File: src/rtl/clock_disp_pkg.sv
// Shared definitions for the clock display path: blanking constants, digit
// positions, the BCD digit type and the registered output bundle of the scan driver.
package clock_disp_pkg;

    localparam logic [6:0] SEG_BLANK = 7'h7F;
    localparam logic [7:0] DISP_OFF  = 8'hFF;

    localparam logic [2:0] IDX_SEC1   = 3'd0;
    localparam logic [2:0] IDX_SEC2   = 3'd1;
    localparam logic [2:0] IDX_MIN1   = 3'd2;
    localparam logic [2:0] IDX_MIN2   = 3'd3;
    localparam logic [2:0] IDX_HOUR1  = 3'd4;
    localparam logic [2:0] IDX_HOUR2  = 3'd5;

    typedef logic [3:0] bcd_t;

    typedef struct packed {
        logic [7:0] disp_en;
        logic [6:0] seg;
        logic       dp;
        logic [2:0] idx;
        logic       frame_done;
    } disp_out_t;

    localparam disp_out_t OUT_RESET = '{
        disp_en:    DISP_OFF,
        seg:        SEG_BLANK,
        dp:         1'b1,
        idx:        3'd0,
        frame_done: 1'b0
    };

endpackage

File: src/rtl/bcd_to_seg7.sv
// Combinational BCD to active-low seven-segment decode {a,b,c,d,e,f,g};
// codes 10..15 decode to an unlit digit.
module bcd_to_seg7
    import clock_disp_pkg::*;
(
    input  bcd_t       bcd,
    output logic [6:0] seg
);

    always_comb begin
        unique case (bcd)
            4'd0:    seg = 7'b0000001;
            4'd1:    seg = 7'b1001111;
            4'd2:    seg = 7'b0010010;
            4'd3:    seg = 7'b0000110;
            4'd4:    seg = 7'b1001100;
            4'd5:    seg = 7'b0100100;
            4'd6:    seg = 7'b0100000;
            4'd7:    seg = 7'b0001111;
            4'd8:    seg = 7'b0000000;
            4'd9:    seg = 7'b0000100;
            default: seg = SEG_BLANK;
        endcase
    end

endmodule

File: src/rtl/seven_seg_scan_driver.sv
// Multiplexed common-anode scan driver: per-frame digit snapshot, blanking gap
// at the start of each slot, registered outputs. Optional macro LEADING_ZERO_BLANK_EN.
module seven_seg_scan_driver
    import clock_disp_pkg::*;
#(
    parameter int NUM_DIGITS   = 6,
    parameter int SCAN_DIV     = 11,
    parameter int BLANK_CYCLES = 2
) (
    input  logic                    clk,
    input  logic                    reset,
    input  logic                    en,
    input  logic [4*NUM_DIGITS-1:0] digits_bcd,
    input  logic [NUM_DIGITS-1:0]   dp_mask,
    output logic [7:0]              dispEn,
    output logic [6:0]              seg,
    output logic                    dp,
    output logic [2:0]              digit_idx,
    output logic                    frame_done
);

    localparam int TICK_W = (SCAN_DIV > 1) ? $clog2(SCAN_DIV) : 1;

    logic [TICK_W-1:0]   tick_q, tick_d;
    logic [2:0]          idx_q, idx_d;
    logic                loaded_q, loaded_d;
    bcd_t                shadow_q [NUM_DIGITS];
    bcd_t                shadow_d [NUM_DIGITS];
    logic [NUM_DIGITS-1:0] shadow_dp_q, shadow_dp_d;
    disp_out_t           out_q, out_d;

    logic       last_tick;
    logic       frame_wrap;
    bcd_t       cur_digit;
    logic [6:0] dec_seg;
    logic [6:0] seg_on;

    assign last_tick  = (tick_q == TICK_W'(SCAN_DIV - 1));
    assign frame_wrap = last_tick && (idx_q == 3'(NUM_DIGITS - 1));
    assign cur_digit  = shadow_q[idx_q];

    bcd_to_seg7 u_decode (
        .bcd (cur_digit),
        .seg (dec_seg)
    );

    always_comb begin
        seg_on = dec_seg;
`ifdef LEADING_ZERO_BLANK_EN
        if (idx_q == IDX_HOUR2 && cur_digit == 4'd0)
            seg_on = SEG_BLANK;
`endif
    end

    always_comb begin
        // NOTE: every combinational output gets a default first so no path leaves it unassigned (no latch).
        tick_d      = tick_q;
        idx_d       = idx_q;
        loaded_d    = loaded_q;
        shadow_d    = shadow_q;
        shadow_dp_d = shadow_dp_q;
        out_d       = OUT_RESET;
        out_d.idx   = idx_q;

        if (en) begin
            tick_d = last_tick ? '0 : tick_q + 1'b1;
            if (last_tick)
                idx_d = frame_wrap ? 3'd0 : idx_q + 3'd1;

            // Snapshot lands together with the wrap to position 0, so a frame never tears.
            if (frame_wrap || !loaded_q) begin
                for (int i = 0; i < NUM_DIGITS; i++)
                    shadow_d[i] = digits_bcd[4*i +: 4];
                shadow_dp_d = dp_mask;
                loaded_d    = 1'b1;
            end

            out_d.frame_done = frame_wrap;
            if (tick_q >= TICK_W'(BLANK_CYCLES)) begin
                out_d.disp_en = ~(8'h01 << idx_q);
                out_d.seg     = seg_on;
                out_d.dp      = ~shadow_dp_q[idx_q];
            end
        end
    end

    always_ff @(posedge clk) begin
        // NOTE: sequential state uses non-blocking assignments so every flop samples pre-edge values.
        if (reset) begin
            tick_q      <= '0;
            idx_q       <= '0;
            loaded_q    <= 1'b0;
            shadow_dp_q <= '0;
            // NOTE: the shadow is a small register file, not a RAM, so it takes the reset like any other flop.
            for (int i = 0; i < NUM_DIGITS; i++)
                shadow_q[i] <= '0;
            out_q       <= OUT_RESET;
        end else begin
            tick_q      <= tick_d;
            idx_q       <= idx_d;
            loaded_q    <= loaded_d;
            shadow_dp_q <= shadow_dp_d;
            shadow_q    <= shadow_d;
            out_q       <= out_d;
        end
    end

    assign dispEn     = out_q.disp_en;
    assign seg        = out_q.seg;
    assign dp         = out_q.dp;
    assign digit_idx  = out_q.idx;
    assign frame_done = out_q.frame_done;

endmodule

File: config.mk
export PLATFORM = sky130hd
export DESIGN_NAME = seven_seg_scan_driver
export DESIGN_NICKNAME = d
export VERILOG_FILES = /design/src/rtl/clock_disp_pkg.sv /design/src/rtl/bcd_to_seg7.sv /design/src/rtl/seven_seg_scan_driver.sv
export SDC_FILE = /design/constraint.sdc
export NUM_CORES = 1
export LEC_CHECK = 0
export CORE_ASPECT_RATIO = 1.25
export CORE_UTILIZATION = 25
export CTS_CLUSTER_DIAMETER = 200
export DETAILED_ROUTE_END_ITERATION = 8
export SYNTH_ARGS = -nofsm -noshare
export SYNTH_HDL_FRONTEND = slang
export SYNTH_SLANG_ARGS = --single-unit
export TNS_END_PERCENT = 50
File: constraint.sdc
create_clock -name clk -period 2.4 [get_ports clk]
set_input_delay 0.6 -clock clk [delete_from_list [all_inputs] [get_ports clk]]
set_output_delay 0.6 -clock clk [all_outputs]
set_load 0.02 [all_outputs]
==> metrics.yaml, run 1 <==
power:
  power_per_cell_area_nw_per_um2: 719
  power_frac_comb: 0.086
  swShare: 0.205
  p_switching_w: 0.000518
  p_int_w: 0.00200
  clkPwrFrac: 0.508
  power_leakage_nw: 1.37
  ir_worst_vdd_mv: 0.331
  seqPwrFrac: 0.406
timing:
  min_period_ps: 2080
  finalSetupViolCount: 0
  period_share: 0.865
  max_slew_margin: 0.659
  setup_tns_ps: 0
  holdWs_ps: 490
  finClkSkew_ps: 10.6
  rsz0062_at_grt: "false"
  fmax_mhz: 482
  worst_pin_slew_ps: 508
  hold_violations: 0
  slew_viol_final: 0
cts:
  cts.sinks: 58
  htreeDepth: 3
  path_clk_slew_ps: 50
  cts-hold-fix-buffers: 0
  cts_setup_buffers: 0
  clk_latency_ps: 330
  cts_root_buf: "clkbuf_16"
  clock_path_buffers: 2
  post_cts_resized: 0
  numCtsBuffers: 9
  cts_tree: "yes"
floorplan:
  die_h_um: 115
  dieWidth_um: 92.0
  ios: 53
  rows: 40
  start_util: 0.261
  core_area_um2: 9710
  dieArea_um2: 10500
global_route:
  grt_pass1_wl_um: 8900
  grt_start_max_net_pins: 43
  antenna_found_initial: 0
  overflow: 0
  grt_usage: 0.112
  grt_pass1_vias: 1852
yosys:
  synth.top_cell.area_share: 0.458
  ys_seq_area_frac: 0.458
  synth_seq_cells: 58
  synth_area_um2: 2530
  async_reset_ff_frac: 0
  synth_top_flop_cell: "dfxtp_1"
  synth_largest_area_cell: "dfxtp_1"
  synth_edf_count: 0
  synth_nets: 293
  ys_types: 35
  syn_avg_cell_area_um2: 10.2
  synth.area.top_cells: "dfxtp_1, mux2i_1, nor2_1, ha_1, buf_12"
  synthCells: 248
  ys_warn_count: 0
layout:
  final_common_cell: "dfxtp_1"
  most-common-layout-cells: "dfxtp_1, clkdlybuf4s50_1, nor2_1, mux2i_1, nand2_1"
  num_antenna_cells: 0
  drive_above_1_share: 0.123
  syn_to_final_growth_pct: 38.3
  fin_nets: 358
  fillers: 1017
  stdcell_count: 443
setup_path:
  crit_required_ps: 2590
  crit_path_max_fanout: 30
  crit_family: "buffers and inverters"
  cp-start-kind: "primary input"
  worst-setup-path-type: "in -> reg"
  slowest_delay_ps: 480
  slowest_stage: "clkdlybuf4s50_1"
  critPathCaptureType: "register"
  path_buf_inv: 2
  cp_cell_sequence: "clkdlybuf4s50_1, nand2_1, or3b_1, o22ai_4, buf_12, mux2i_1, nor2_1"
  crit_arrival_ps: 2270
run:
  cap_violations: 0
routing:
  vias: 1884
  totalWireLength_um: 5470
  drtIter0Drc: 78
  viasPerCell: 4.25
  drc: 0
  wl_per_cell_um: 12.3
  antenna_left: 0
  dr.pass1.iters: 4
worst_hold_path:
  holdCritPathClass: "reg -> reg"
placement:
  routabilityCongestion: 0.711
  dpl.cell_count: 428
  hpwl_um: 4030
  port-buffer-count: 52
outcome:
  status: "finished, final reports clean"
-- logic make-up after synthesis --
logic type / after synthesis / synth area share
AO/OA/AOI/OAI: 26 / 0.0677
XOR/XNOR: 1 / 0.00346
adder cells (fa/ha/maj): 12 / 0.0593
buffers and inverters: 20 / 0.0686
flip-flops: 58 / 0.458
multiplexers: 46 / 0.189
AND/OR/NAND/NOR: 85 / 0.154
-- synthesized netlist by cell type, types with 4 or more instances --
| library cell | count |
|---|---|
| ha_1 | 12 |
| mux2i_1 | 41 |
| mux2_2 | 4 |
| nand3_1 | 5 |
| nand2_1 | 15 |
| buf_6 | 4 |
| nand2b_1 | 4 |
| nor2_1 | 46 |
| inv_1 | 8 |
| a31oi_1 | 5 |
| o21ai_0 | 6 |
| nor3_1 | 4 |
| dfxtp_1 | 58 |
| a21oi_1 | 7 |
-- final timing paths --
| kind | slack (ps) | start | to | depth (start not counted) |
|---|---|---|---|---|
| max | 320 | en | shadow_q[8] | 7 |
| min | 490 | shadow_q[3] | shadow_q[3] | 2 |
| max reg2reg | 340 | idx_q[1] | seg[5] | 9 |
| min reg2reg | 490 | shadow_q[3] | shadow_q[3] | 2 |
-- power by group through the flow --
stage	logic, W	registers [W]	clock network [W]
2_1_floorplan	0.000138	0.00104	0
3_3_place_gp	0.000216	0.00104	0
3_5_place_dp	0.000220	0.00104	0
4_1_cts	0.000221	0.00102	0.00131
5_1_grt	0.000239	0.00103	0.00136
6_report	0.000218	0.00102	0.00128
-- area by class of cell --
class	instances	area, um2	share of cell area
Sequential cell	58	1160	0.331
Clock inverter	2	35.0	0.0100
Tap cell	126	158	0.0450
Timing Repair Buffer	66	651	0.186
Multi-Input combinational cell	170	1200	0.342
Inverter	8	30.0	0.00857
Clock buffer	13	270	0.0771
-- flip-flops by register name (all words and copies together), names as in the netlist --
name,count
seg,7
shadow_q,24
dispEn,8
frame_done,1
digit_idx,3
shadow_dp_q,6
loaded_q,1
tick_q,4
idx_q,3
dp,1
-- worst reg2reg max path, cell delays in order, from the launching register on --
cell and delay [ps]:
dfxtp_1 420, buf_12 170, mux2_2 340, nand3_1 80, o221ai_1 180, inv_1 150, ha_1 240, inv_1 80
o21ai_0 90, a21o_1 200
-- routing by layer --
layer / up-vias / global-route usage / part of all wire
li1: 977 / - / -
met1: 849 / 0.127 / 0.45
met2: 44 / 0.184 / 0.47
met3: 14 / 0.0465 / 0.057
met4: 0 / 0.0510 / 0.023
met5: - / 0 / 0
-- per-stage QoR --
stage	total power, W	instance area [um2]	setup WS (ps)	util
floorplan	0.00118	2530	316	-
global placement	0.00126	3200	22.3	0.329
detailed placement	0.00126	3200	-10.1	0.329
CTS	0.00255	3500	313	0.361
global route	0.00263	3500	184	0.361
finish	0.00252	3500	323	0.361
Note: power is estimated with default switching activity, not from simulation.
==> run 2: changes to the inputs <==
--- a/config.mk
+++ b/config.mk
@@ -5,6 +5,7 @@
 export SDC_FILE = /design/constraint.sdc
 export NUM_CORES = 1
 export LEC_CHECK = 0
+export ABC_AREA = 1
 export CORE_ASPECT_RATIO = 1.25
 export CORE_UTILIZATION = 25
 export CTS_CLUSTER_DIAMETER = 200
==> metrics.yaml, run 2 <==
setup_path:
  cp_cell_sequence: "buf_4, nand2_1, nand2_1, nand2_1, nand2_1, a21oi_2, inv_1, ha_1, nand3b_1, nand3_1, nand3_1"
  crit_family: "simple AND/OR/NAND/NOR gates"
  worst-setup-path-type: "reg -> reg"
  r2r_end: "seg[3]"
  crit_required_ps: 2600
  slowest_delay_ps: 350
  crit_path_max_fanout: 15
  cp-start-kind: "register"
  crit_arrival_ps: 2080
  path_buf_inv: 2
  rrSetupSlack_ps: 510
  r2r_cells: 11
  cp_common_cell: "nand2_1"
  slowest_stage: "dfxtp_1"
  critPathCaptureType: "register"
  r2r-start: "idx_q[0]"
yosys:
  synth_area_um2: 2610
  synth_largest_area_cell: "dfxtp_1"
  synth_common_cells: "nor2_1, dfxtp_1, nand2_1"
  synth_nets: 382
  syn_avg_cell_area_um2: 7.75
  ys_warn_count: 0
  synth_top_flop_cell: "dfxtp_1"
  ys_types: 33
  ys_seq_area_frac: 0.445
  synth_edf_count: 0
  synthCells: 337
  async_reset_ff_frac: 0
  synth.area.top_cells: "dfxtp_1, nor2_1, nand2_1, ha_1, o21ai_0"
  synth_most_common_cell: "nor2_1"
  synth.top_cell.area_share: 0.445
  synth_seq_cells: 58
layout:
  num_antenna_cells: 0
  final_common_cell: "nor2_1"
  top_register: "shadow_q"
  stdcell_count: 523
  drive_above_1_share: 0.0990
  fin_nets: 435
  post-route-util: 0.345
  most-common-layout-cells: "nor2_1, dfxtp_1, clkdlybuf4s50_1, nand2_1, inv_1"
  syn_to_final_growth_pct: 33.7
  largest_register_ffs: 24
worst_hold_path:
  hold_start: "shadow_dp_q[3]"
  whs_path_depth: 2
  holdCritPathClass: "reg -> reg"
  min_delay_worst_endpoint: "shadow_dp_q[3]"
timing:
  finClkSkew_ps: 2.54
  hold_violations: 0
  min_period_ps: 1890
  holdWs_ps: 477
  slew_viol_final: 0
  finalSetupViolCount: 0
  max_slew_margin: 0.706
  worst_pin_slew_ps: 440
  rsz0062_at_grt: "false"
  fmax_mhz: 530
  period_share: 0.786
  setup_tns_ps: 0
floorplan:
  die_h_um: 116
  rows: 41
  start_util: 0.258
  dieArea_um2: 10900
  core_area_um2: 10100
  dieWidth_um: 93.4
  ios: 53
power:
  ir_worst_vdd_mv: 0.228
  power_w: 0.00256
  power_leakage_nw: 1.46
  power_per_cell_area_nw_per_um2: 733
routing:
  drtIter0Drc: 79
  dr.pass1.iters: 4
  drc: 0
  wl_per_cell_um: 10.9
  viasPerCell: 4.22
  antenna_left: 0
  totalWireLength_um: 5710
  vias: 2209
cts:
  cts-hold-fix-buffers: 0
  cts.sinks: 58
  cts_setup_buffers: 0
  clk_latency_ps: 320
  path_clk_slew_ps: 50
  cts_tree: "yes"
  htreeDepth: 3
  numCtsBuffers: 9
  post_cts_resized: 0
  clock_path_buffers: 2
  cts_root_buf: "clkbuf_16"
global_route:
  overflow: 0
  grt_usage: 0.113
  grt_pass1_vias: 2098
  grt_start_max_net_pins: 34
  grt_pass1_wl_um: 9380
  antenna_found_initial: 0
placement:
  routabilityCongestion: 0.752
  dpl.cell_count: 508
  port-buffer-count: 52
  hpwl_um: 4220
outcome:
  status: "finished, final reports clean"
run:
  cap_violations: 0
==> run 2: final cells by class <==
type                            instances  area [um2]
Multi-Input combinational cell        234        1170
Inverter                               29         123
Clock inverter                          2        35.0
Fill cell                            1033        6620
Sequential cell                        58        1160
Clock buffer                           13         270
Tap cell                              129         161
Timing Repair Buffer                   58         566
==> run 2: report_power, final <==
part	switching [W]	total, W	internal, W	leakage, nW
clock	0.000399	0.00128	0.000878	0.152
combinational	0.000129	0.000244	0.000115	0.832
sequential	0.0000239	0.00104	0.00101	0.476
==> run 2: metrics by stage <==
stage	setup slack [ps]	cell area, um2
finish	514	3490
global route	306	3490
CTS	493	3490
detailed placement	409	3190
global placement	404	3190
floorplan	641	2610
==> run 2: worst max-delay path by stage <==
| stage | start | end | slack (ps) | cells after the start |
|---|---|---|---|---|
| global route | idx_q[0] | seg[6] | 310 | 11 |
| CTS | idx_q[0] | seg[3] | 490 | 11 |
| finish | idx_q[0] | seg[3] | 510 | 11 |
| floorplan | idx_q[0] | seg[3] | 640 | 13 |
| detailed placement | reset | dispEn[4] | 410 | 6 |
| global placement | en | dp | 400 | 7 |
==> run 2: logic make-up (layout without fill, tap and decap cells) <==
logic type | Yosys count | after routing | share of synthesized area
AOI/OAI and AO/OA | 52 | 52 | 0.112
adders and majority gates | 12 | 12 | 0.0575
buffers and inverters | 45 | 102 | 0.105
DFF | 58 | 58 | 0.445
and+or+nand+nor | 170 | 170 | 0.280
==> run 2: metal layers <==
layer,track usage,vias to the layer above,wire length (um)
met5,0,-,0
met4,0.0667,0,140
met3,0.0254,12,207
met2,0.201,49,2800
met1,0.124,970,2570
li1,-,1178,-
==> run 2: tightest hold or removal path: cells and delay by family, from the launching register on <==
kind / cells / cell delay [ps]
flops: 1 / 320
simple gates: 2 / 130
==> run 3: changes to the inputs <==
==> constraint.sdc (replaced) <==
create_clock -name clk -period 1.84 [get_ports clk]
set_input_delay 0.46 -clock clk [delete_from_list [all_inputs] [get_ports clk]]
set_output_delay 0.46 -clock clk [all_outputs]
set_load 0.02 [all_outputs]
==> metrics.yaml, run 3 (synthesis results as in run 2) <==
timing:
  finalWorstSetupSlack_ps: 133
  worst_pin_slew_ps: 344
  max_slew_margin: 0.769
  slew_viol_final: 0
  min_period_ps: 1710
  finClkSkew_ps: 6.00
  hold_violations: 0
  fmax_mhz: 586
  holdWs_ps: 481
  period_share: 0.928
  finalSetupViolCount: 0
  rsz0062_at_grt: "false"
layout:
  stdcell_count: 535
  num_antenna_cells: 0
  fin_nets: 446
  most-common-layout-cells: "nor2_1, dfxtp_1, clkdlybuf4s50_1, nand2_1, inv_1"
  post-route-util: 0.361
  drive_above_1_share: 0.131
  top_register: "shadow_q"
  fillers: 1047
  syn_to_final_growth_pct: 39.9
  final_common_cell: "nor2_1"
  largest_register_ffs: 24
floorplan:
  rows: 41
  start_util: 0.258
  dieArea_um2: 10900
  die_h_um: 116
  dieWidth_um: 93.4
  core_area_um2: 10100
  ios: 53
setup_path:
  crit_family: "buffers and inverters"
  crit_path_max_fanout: 1
  worst-setup-path-type: "reg -> out"
  crit_required_ps: 1380
  cp-start-kind: "register"
  path_buf_inv: 1
  slowest_delay_ps: 620
  critPathCaptureType: "primary output"
  cp_cell_sequence: "clkdlybuf4s50_1"
  crit_arrival_ps: 1250
  slowest_stage: "clkdlybuf4s50_1"
global_route:
  grt_start_max_net_pins: 34
  grt_pass1_wl_um: 9870
  grt_usage: 0.119
  overflow: 0
  antenna_found_initial: 0
  grt_pass1_vias: 2202
cts:
  path_clk_slew_ps: 50
  htreeDepth: 3
  cts-hold-fix-buffers: 0
  clock_path_buffers: 2
  numCtsBuffers: 9
  cts_root_buf: "clkbuf_16"
  clk_latency_ps: 320
  cts.sinks: 58
  cts_tree: "yes"
routing:
  drtIter0Drc: 97
  viasPerCell: 4.27
  dr.pass1.iters: 4
  drc: 0
  antenna_left: 0
  vias: 2282
  totalWireLength_um: 5940
  wl_per_cell_um: 11.1
worst_hold_path:
  holdCritPathClass: "reg -> reg"
power:
  ir_worst_vdd_mv: 0.357
  power_leakage_nw: 1.53
  power_per_cell_area_nw_per_um2: 938
  power_w: 0.00343
placement:
  dp_slack_ps: -5.77
  routabilityCongestion: 0.804
  dpl.cell_count: 516
  hpwl_um: 4550
  port-buffer-count: 52
outcome:
  status: "finished, final reports clean"
run:
  cap_violations: 0
==> run 3: cell types whose count changed in the layout (fill, tap and decap cells not counted), moves of 2 or more <==
cell and delta:
inv_1 -2, inv_2 +2, buf_4 +7, buf_12 +3, clkbuf_8 -2, clkbuf_1 +3, dfxtp_1 -2
==> run 3: layout make-up <==
type | count | area [um2] | area share
Sequential cell | 58 | 1170 | 0.319
Multi-Input combinational cell | 234 | 1180 | 0.324
Clock buffer | 14 | 254 | 0.0695
Tap cell | 129 | 161 | 0.0442
Inverter | 29 | 123 | 0.0336
Clock inverter | 2 | 60.1 | 0.0164
Timing Repair Buffer | 69 | 703 | 0.193
==> run 3: worst min-delay path, delay by kind of cell, from the launching register on <==
kind	cells	cell delay [ps]
flops	1	320
simple gates	2	130
==> run 3: through the flow <==
step | setup TNS, ps | area, um2
after global placement | 0 | 3280
after CTS | 0 | 3600
final | 0 | 3650
after floorplan | 0 | 2610
after global routing | 0 | 3650
after detailed placement | -5.77 | 3280
==> run 3: power breakdown <==
| part | internal, W | switching (W) | total, W |
|---|---|---|---|
| sequential | 0.00132 | 0.0000341 | 0.00135 |
| clock | 0.00122 | 0.000517 | 0.00174 |
| combinational | 0.000163 | 0.000173 | 0.000336 |
| total | 0.00270 | 0.000724 | 0.00343 |
==> run 3: routing by layer <==
metal | wire (um) | global-route usage | up-vias
met1 | 2570 | 0.131 | 1014
met4 | 193 | 0.0697 | 0
met3 | 291 | 0.0365 | 14
met2 | 2890 | 0.203 | 56
met5 | 0 | 0 | -
li1 | - | - | 1198
==> run 3: final timing paths <==
check,start,to,slack (ps),depth (start not counted)
setup / recovery,dp,dp,130,1
hold / removal,shadow_dp_q[3],shadow_dp_q[3],480,2
setup reg to reg,idx_q[0],seg[6],160,12
hold reg to reg,shadow_dp_q[3],shadow_dp_q[3],480,2
==> run 3: what timing repair did <==
action                                  4_1_cts  5_1_grt
setup buffers                                 0        2
endpoints found under the setup margin        0        7
gates resized for setup                       0        7
